`config.mk`:
```
export PLATFORM = sky130hd
export DESIGN_NAME = mem_port_arbiter
export DESIGN_NICKNAME = d
export VERILOG_FILES = /design/src/rtl/mem_port_arbiter_pkg.sv /design/src/rtl/memarb_perf_cnt.sv /design/src/rtl/mem_port_arbiter.sv
export SDC_FILE = /design/constraint.sdc
export NUM_CORES = 1
export LEC_CHECK = 0
export BUFFER_PORTS_ARGS = -buffer_cell sky130_fd_sc_hd__buf_4
export CORE_MARGIN = 3
export CORE_UTILIZATION = 41
export DETAILED_ROUTE_END_ITERATION = 8
export MAX_ROUTING_LAYER = met4
export PLACE_DENSITY_LB_ADDON = 0.12
export SYNTH_ARGS = -nofsm -noshare
export SYNTH_HDL_FRONTEND = slang
export SYNTH_SLANG_ARGS = --single-unit
```
`constraint.sdc`:
```
create_clock -name clk_i -period 4.2 [get_ports clk_i]
set_input_delay 0.84 -clock clk_i [delete_from_list [all_inputs] [get_ports clk_i]]
set_output_delay 0.84 -clock clk_i [all_outputs]
set_load 0.02 [all_outputs]
```
`src/rtl/mem_port_arbiter_pkg.sv`:
```
// Shared encodings for the IF/MEM unified-memory arbiter.
package mem_port_arbiter_pkg;

  typedef enum logic [1:0] {
    IDLE    = 2'd0,
    IF_BUSY = 2'd1,
    DM_BUSY = 2'd2
  } state_e;

  typedef enum logic [1:0] {
    GNT_NONE = 2'd0,
    GNT_IF   = 2'd1,
    GNT_DM   = 2'd2
  } gnt_e;

  localparam int PERF_W = 32;

endpackage

```
`src/rtl/memarb_perf_cnt.sv`:
```
// One gated, wrapping event counter; with EN=0 it collapses to a constant zero.
module memarb_perf_cnt #(
  parameter bit EN = 1'b1,
  parameter int W  = 32
) (
  input  logic         clk,
  input  logic         rst,
  input  logic         inc,
  output logic [W-1:0] cnt
);

  generate
    if (EN) begin : g_cnt
      always_ff @(posedge clk or posedge rst) begin
        if (rst)      cnt <= '0;
        else if (inc) cnt <= cnt + W'(1);
      end
    end else begin : g_tie
      logic unused_in;
      assign unused_in = clk ^ rst ^ inc;
      assign cnt       = '0;
    end
  endgenerate

endmodule

```
`src/rtl/mem_port_arbiter.sv`:
```
// Arbitrates one single-ported memory between fetch and data, data first with a fetch
// anti-starvation limit. Stall counters are built only when MEMARB_PERF_CNT_EN is defined.
module mem_port_arbiter
  import mem_port_arbiter_pkg::*;
#(
  parameter int ADDR_W        = 32,
  parameter int DATA_W        = 32,
  parameter int MAX_DM_STREAK = 4
) (
  input  logic              clk_i,
  input  logic              rst_i,
  input  logic              if_req_i,
  input  logic [ADDR_W-1:0] if_addr_i,
  input  logic              if_kill_i,
  output logic [DATA_W-1:0] if_rdata_o,
  output logic              if_ready_o,
  input  logic              dm_req_i,
  input  logic              dm_we_i,
  input  logic [ADDR_W-1:0] dm_addr_i,
  input  logic [DATA_W-1:0] dm_wdata_i,
  output logic [DATA_W-1:0] dm_rdata_o,
  output logic              dm_ready_o,
  output logic              mem_req_o,
  output logic              mem_we_o,
  output logic [ADDR_W-1:0] mem_addr_o,
  output logic [DATA_W-1:0] mem_wdata_o,
  input  logic [DATA_W-1:0] mem_rdata_i,
  input  logic              mem_ack_i,
  output logic [31:0]       perf_if_stall_o,
  output logic [31:0]       perf_dm_stall_o
);

  localparam int            SW         = $clog2(MAX_DM_STREAK + 1);
  localparam logic [SW-1:0] STREAK_MAX = SW'(MAX_DM_STREAK);

  state_e        state_q, state_d;
  gnt_e          gnt;
  logic [SW-1:0] streak_q;
  logic          kill_q;
  logic          ack;

  assign ack = (state_q != IDLE) && mem_ack_i;

  always_comb begin
    state_d = state_q;
    gnt     = GNT_NONE;
    case (state_q)
      IDLE: begin
        // A forced fetch that is being killed this cycle leaves the port idle.
        if (dm_req_i && !(if_req_i && streak_q == STREAK_MAX)) gnt = GNT_DM;
        else if (if_req_i && !if_kill_i)                        gnt = GNT_IF;
        if (gnt == GNT_DM)      state_d = DM_BUSY;
        else if (gnt == GNT_IF) state_d = IF_BUSY;
      end
      IF_BUSY, DM_BUSY: if (mem_ack_i) state_d = IDLE;
      default: state_d = IDLE;
    endcase
  end

  always_ff @(posedge clk_i or posedge rst_i) begin
    if (rst_i) begin
      state_q  <= IDLE;
      streak_q <= '0;
      kill_q   <= 1'b0;
    end else begin
      state_q <= state_d;
      if (!if_req_i || gnt == GNT_IF)                 streak_q <= '0;
      else if (gnt == GNT_DM && streak_q != STREAK_MAX) streak_q <= streak_q + SW'(1);
      if (state_q == IF_BUSY) begin
        if (mem_ack_i)      kill_q <= 1'b0;
        else if (if_kill_i) kill_q <= 1'b1;
      end
    end
  end

  always_ff @(posedge clk_i or posedge rst_i) begin
    if (rst_i) begin
      mem_req_o   <= 1'b0;
      mem_we_o    <= 1'b0;
      mem_addr_o  <= '0;
      mem_wdata_o <= '0;
    end else if (gnt == GNT_DM) begin
      mem_req_o   <= 1'b1;
      mem_we_o    <= dm_we_i;
      mem_addr_o  <= dm_addr_i;
      mem_wdata_o <= dm_wdata_i;
    end else if (gnt == GNT_IF) begin
      mem_req_o  <= 1'b1;
      mem_we_o   <= 1'b0;
      mem_addr_o <= if_addr_i;
    end else if (ack) begin
      mem_req_o <= 1'b0;
      mem_we_o  <= 1'b0;
    end
  end

  always_ff @(posedge clk_i or posedge rst_i) begin
    if (rst_i) begin
      if_ready_o <= 1'b0;
      dm_ready_o <= 1'b0;
      if_rdata_o <= '0;
      dm_rdata_o <= '0;
    end else begin
      if_ready_o <= 1'b0;
      dm_ready_o <= 1'b0;
      if (ack && state_q == DM_BUSY) begin
        dm_ready_o <= 1'b1;
        if (!mem_we_o) dm_rdata_o <= mem_rdata_i;
      end
      // A flushed fetch still finishes on the bus but is never delivered.
      if (ack && state_q == IF_BUSY && !kill_q && !if_kill_i) begin
        if_ready_o <= 1'b1;
        if_rdata_o <= mem_rdata_i;
      end
    end
  end

`ifdef MEMARB_PERF_CNT_EN
  localparam bit PERF_EN = 1'b1;
`else
  localparam bit PERF_EN = 1'b0;
`endif

  memarb_perf_cnt #(.EN(PERF_EN), .W(PERF_W)) u_if_stall (
    .clk (clk_i),
    .rst (rst_i),
    .inc (if_req_i & ~if_ready_o),
    .cnt (perf_if_stall_o)
  );

  memarb_perf_cnt #(.EN(PERF_EN), .W(PERF_W)) u_dm_stall (
    .clk (clk_i),
    .rst (rst_i),
    .inc (dm_req_i & ~dm_ready_o),
    .cnt (perf_dm_stall_o)
  );

endmodule
```
# ---- Word level (Yosys, flattened, before mapping)
# Index checks and enable logic that the tools add are counted.
dict set report word_totals {
  reg_bits 138
  inputBits 135
  out_inout_bits 196
  elab_cells 68
}
dict set report classes {
  n_addsub 1
  eq_ne 10
  n_mux 21
  bitwise 1
  n_reduce_logical 24
}
# cell count
set op_table {}
lappend op_table {{$mux W32} 2}
lappend op_table {{$mux W2} 6}
lappend op_table {{$mux W1} 10}
lappend op_table {{$logic_and A1 B1 Y1} 9}
lappend op_table {{$reduce_bool A2 Y1} 4}
lappend op_table {{$eq A2 B1 Y1 const B} 3}
lappend op_table {{$eq A2 B2 Y1 const B} 3}
lappend op_table {{$mux W3} 2}
lappend op_table {{$ne A3 B3 Y1 const B} 2}
lappend op_table {{$reduce_and A2 Y1} 3}
lappend op_table {{$logic_not A1 Y1} 4}
lappend op_table {{$pmux W2 S2} 1}
lappend op_table {{$add A3 B1 Y3 const B} 1}
lappend op_table {{$eq A3 B3 Y1 const B} 1}
lappend op_table {{$reduce_bool A3 Y1} 1}
lappend op_table {{$logic_not A2 Y1} 1}
lappend op_table {{$ne A2 B2 Y1 const B} 1}
lappend op_table {{$reduce_or A2 Y1} 1}
lappend op_table {{$logic_or A1 B1 Y1} 1}
lappend op_table {{$not A1 Y1} 1}

# ---- Logic depth before layout (Yosys ltp)
dict set report depth {
  word_depth 11
  depth_mapped 10
  mapped_depth_nobuf 9
}

# ---- Cells and area by module
# A second synthesis with hierarchy kept.
dict set report hier_totals {
  cells_unflattened 470
  area_unflattened_um2 6261.0
}
# module n_inst cells_per_inst area_each_um2 seq_area_each_um2
set modules_own_cells {}
lappend modules_own_cells {mem_port_arbiter 1 404 5773.0 3453.3}
lappend modules_own_cells {memarb_perf_cnt 2 33 244.0 0.0}

# ---- Worst setup path before layout
# OpenSTA, ideal clock, no wires.
dict set report synth_path {
  path_kind {in2reg}
  from {input port if_req_i}
  to {register mem_req_o}
  setup_time_ns 0.139
  arrival_time_ns 2.111
  required_ns 4.061
  path_slack_ns 1.950
  path_stages 7
  path_buffers 2
  cell_sequence {nand3_1 -> a21oi_1 -> nand2_1 -> ha_1 -> clkbuf_1 -> clkbuf_1 -> mux2i_1}
}
dict set report synth_between {
  elab_chain_len 9
  word_cells_on_any_way 13
  classes_between {eq/ne (2); mux (6); reduce/logical (5)}
}
# element line_no
set synth_lines {}
lappend synth_lines {{start: declaration} mem_port_arbiter.sv:12} ;# input logic if_req_i,
lappend synth_lines {{$logic_and A1 B1 Y1} mem_port_arbiter.sv:50} ;# if (dm_req_i && !(if_req_i && streak_q == STREAK_MAX)) gnt = GNT_DM;
lappend synth_lines {{$logic_not A1 Y1} mem_port_arbiter.sv:50}
lappend synth_lines {{$logic_and A1 B1 Y1} mem_port_arbiter.sv:50}
lappend synth_lines {{$mux W2 (*)} mem_port_arbiter.sv:50}
lappend synth_lines {{$mux W2 (*) (2 in series)} mem_port_arbiter.sv:47} ;# case (state_q)
lappend synth_lines {{$eq A2 B1 Y1} mem_port_arbiter.sv:87} ;# end else if (gnt == GNT_IF) begin
lappend synth_lines {{$mux W1} mem_port_arbiter.sv:87}
lappend synth_lines {{$mux W1} mem_port_arbiter.sv:82} ;# end else if (gnt == GNT_DM) begin
lappend synth_lines {{end signal: assignment} mem_port_arbiter.sv:83} ;# mem_req_o <= 1'b1;
lappend synth_lines {{end signal: assignment} mem_port_arbiter.sv:88} ;# mem_req_o <= 1'b1;
lappend synth_lines {{end signal: assignment} mem_port_arbiter.sv:92} ;# mem_req_o <= 1'b0;
lappend synth_lines {{end: declaration} mem_port_arbiter.sv:23} ;# output logic mem_req_o,
# Every way passes the cells marked *; elsewhere a longest branch is shown, timed or not. The select of a mux whose other input is x is not followed.
# A chain may end at the register's enable or synchronous reset.

# ---- Worst setup path after layout
dict set report layout_path {
  from {register streak_q[0]}
  to {register streak_q[1]}
}
dict set report layout_between {
  elab_chain_len 10
  word_cells_on_any_way 16
  classes_between {add/sub (1); eq/ne (4); mux (5); reduce/logical (6)}
}
# element line_no
set layout_lines {}
lappend layout_lines {{start: declaration} mem_port_arbiter.sv:38} ;# logic [SW-1:0] streak_q;
lappend layout_lines {{start signal: assignment} mem_port_arbiter.sv:68} ;# else if (gnt == GNT_DM && streak_q != STREAK_MAX) streak_q <= streak_q + SW'(1);
lappend layout_lines {{$eq A3 B3 Y1} mem_port_arbiter.sv:50}
lappend layout_lines {{$logic_and A1 B1 Y1} mem_port_arbiter.sv:50}
lappend layout_lines {{$logic_not A1 Y1} mem_port_arbiter.sv:50}
lappend layout_lines {{$logic_and A1 B1 Y1} mem_port_arbiter.sv:50}
lappend layout_lines {{$mux W2} mem_port_arbiter.sv:50}
lappend layout_lines {{$mux W2 (2 in series)} mem_port_arbiter.sv:47}
lappend layout_lines {{$eq A2 B1 Y1 or $eq A2 B2 Y1 (tied branches)} {mem_port_arbiter.sv:67, mem_port_arbiter.sv:68}}
lappend layout_lines {{$logic_or A1 B1 Y1 or $logic_and A1 B1 Y1 (tied branches)} {mem_port_arbiter.sv:67, mem_port_arbiter.sv:68}}
lappend layout_lines {{$mux W3 or $reduce_bool A2 Y1 (tied branches)} --}
# Several ways; a longest one is shown, not always the timed one. The select of a mux whose other input is x is not followed.

==> metrics.cfg <==
[placement]
port_buffers = 266
place_area_mm2 = 0.00810
gp_congestion = 0.764
place_inst = 896
dp_slack_ns = 1.31
place_hpwl_mm = 11.1

[sta]
setup_viol = 0
setup_ws_ns = 1.58
finalCriticalPeriod_ns = 2.62
finalHoldWorstSlack_ns = 0.489
final_hold_viol_count = 0
fin_crit_sh_pct = 62.5
tns_ns = 0
rsz0062_at_grt = no
fmaxAchievable_mhz = 381
drv_slew = 0
tightest_slew_ns = 1.02
relSlewSlack_pct = 32.2
fin_skew_ns = 0.00620

[grt]
grt_max_degree = 68
globalRoute.totalOverflow = 0
grt_pass1_vias = 4388
grt_usage_pct = 18.0
antenna_found_initial = 0
grt_pass1_wl_mm = 22.3

[clocking]
cts_root_buf = clkbuf_16
cts_buffers = 17
ctsHoldBuffers = 0
cts.sinks = 138
clk_latency_ns = 0.41
cts_setup_buffers = 0
cts_max_level = 4
clkTransAtPathRegs_ns = 0.06
ctsResizeCount = 0
cts_tree = built
clk_path_buf_depth = 2

[layout]
final_cell_mix = 268 x buf_4, 138 x dfrtp_1, 66 x mux2_2
num_antenna_cells = 0
final_cells = 927
fin_util_pct = 59.7
fin_area_mm2 = 0.00877
fillers = 1217
final_common_cell = buf_4
drive_above_1_share_pct = 53.8
final_nets = 874
area_growth_pct = 40.9

[pwr]
power_mw = 7.13
power_density_mw_per_mm2 = 813
swShare_pct = 35.4
p_int_mw = 4.61
p_clk_share_pct = 23.6
p_comb_share_pct = 43.9
p_seq_share_pct = 32.4
p_leak_nw = 4.50
power_switching_mw = 2.52
irDropWorstVdd_mv = 0.450

[worst_setup_path]
cp.arrival_ns = 2.92
worstPathRequired_ns = 4.49
worstSetupPathType = flop to flop
startpoint_type = flop
cp_max_fo = 36
r2r_cells = 9
end_kind = flop

[drt]
drt_iter0_markers = 171
drc_errors = 0
wl_mm = 14.8
ant_nets = 0
via_per_inst = 4.55
wl_per_cell_um = 16.0
route.vias.total = 4222
drt_pass1_iterations = 4

[floorplan]
die_area_mm2 = 0.0167
num_io_pins = 331
fp-row-count = 44
core_region_area_mm2 = 0.0147
start_util_pct = 42.3
dieWidth_um = 129
die_y_um = 129

[yosys]
yosysWarnings = 0
synth_edf_count = 0
ys_types = 30
syn_area_mm2 = 0.00622
synth_ff_type = dfrtp_1
syn_area_per_cell_um2 = 13.4
postSynthRegisterBits = 138
ys_seq_area_share_pct = 55.5
async_flop_share_pct = 100
syn_inst = 466

[job]
drv_cap = 0

[hold_path]
hold_path.class = flop to flop
hold_depth = 2

[run_status]
status = complete, no violations

routing by layer:
| metal | wire length [um] | share of wire [%] | GRT usage [%] |
|---|---|---|---|
| met5 | 0 | 0 | - |
| met4 | 190 | 1.3 | 5.93 |
| met3 | 1190 | 8.0 | 5.28 |
| met2 | 7300 | 49 | 28.9 |
| met1 | 6120 | 41 | 22.1 |
worst max-delay path, stage by stage (launching register included):
cell and delay [ns]:
dfrtp_1 0.40, inv_1 0.07, ha_1 0.23, nand3_1 0.11, nand3_1 0.16, inv_1 0.12, ha_2 0.72, a21boi_0 0.42
mux2i_1 0.23, nor2_1 0.05
cell type report:
cell class                      count  area (um2)  area share, %
Clock buffer                       19         453           5.16
Tap cell                          184         230           2.63
Multi-Input combinational cell    295        2340           26.7
Sequential cell                   138        3450           39.4
Clock inverter                     12         220           2.51
Timing Repair Buffer              269        2030           23.2
Inverter                           10        41.3          0.471
path summary, 6_finish.rpt:
| path | start | end | slack (ns) |
|---|---|---|---|
| worst max-delay path | streak_q[0] | streak_q[1] | 1.58 |
| worst min-delay path | mem_addr_o[18] | mem_addr_o[18] | 0.49 |
| worst max register to register | streak_q[0] | streak_q[1] | 1.58 |
| worst min register to register | mem_addr_o[18] | mem_addr_o[18] | 0.49 |
| max in group asynchronous | rst_i | mem_wdata_o[2] | 2.65 |
| min in group asynchronous | rst_i | if_rdata_o[12] | 0.62 |
cells in the mapped netlist, types with 2 or more instances:
master	instances	area, um2
dfrtp_1	138	3450
mux2_2	66	743
buf_4	64	480
mux2i_1	35	350
nand2_1	35	131
o21ai_0	33	165
mux2_4	30	450
buf_2	11	55.1
inv_1	10	37.5
ha_1	8	100
clkbuf_1	7	26.3
a21oi_1	4	20.0
buf_12	3	60.1
nor2_1	3	11.3
nand2b_1	2	12.5
nand3_1	2	10.0
nor2b_1	2	12.5
sequential cells by signal, indices dropped and copies added, names as in the netlist:
name	count
dm_rdata_o	32
dm_ready_o	1
if_rdata_o	32
if_ready_o	1
kill_q	1
mem_addr_o	32
mem_req_o	1
mem_wdata_o	32
mem_we_o	1
state_q	2
streak_q	3
power by group through the flow:
stage | Clock (mW) | Combinational, mW | Sequential (mW)
floorplan | 0 | 1.20 | 3.01
global placement | 0 | 3.12 | 2.31
detailed placement | 0 | 3.18 | 2.32
CTS | 1.73 | 3.18 | 2.32
global route | 1.78 | 3.36 | 2.40
finish | 1.69 | 3.13 | 2.31
cells by family (layout without fill, tap and decap cells):
group	count (synthesis)	after routing	synth area share (%)
adder cells (fa/ha/maj)	8	8	1.61
multiplexers	131	131	24.8
other	1	64	0.0603
buffers and inverters	96	310	10.8
AND/OR/NAND/NOR	50	50	3.58
flip-flops	138	138	55.5
XOR/XNOR	1	1	0.141
AO/OA/AOI/OAI	41	41	3.52
No activity file was read; power rests on OpenSTA's default activity.
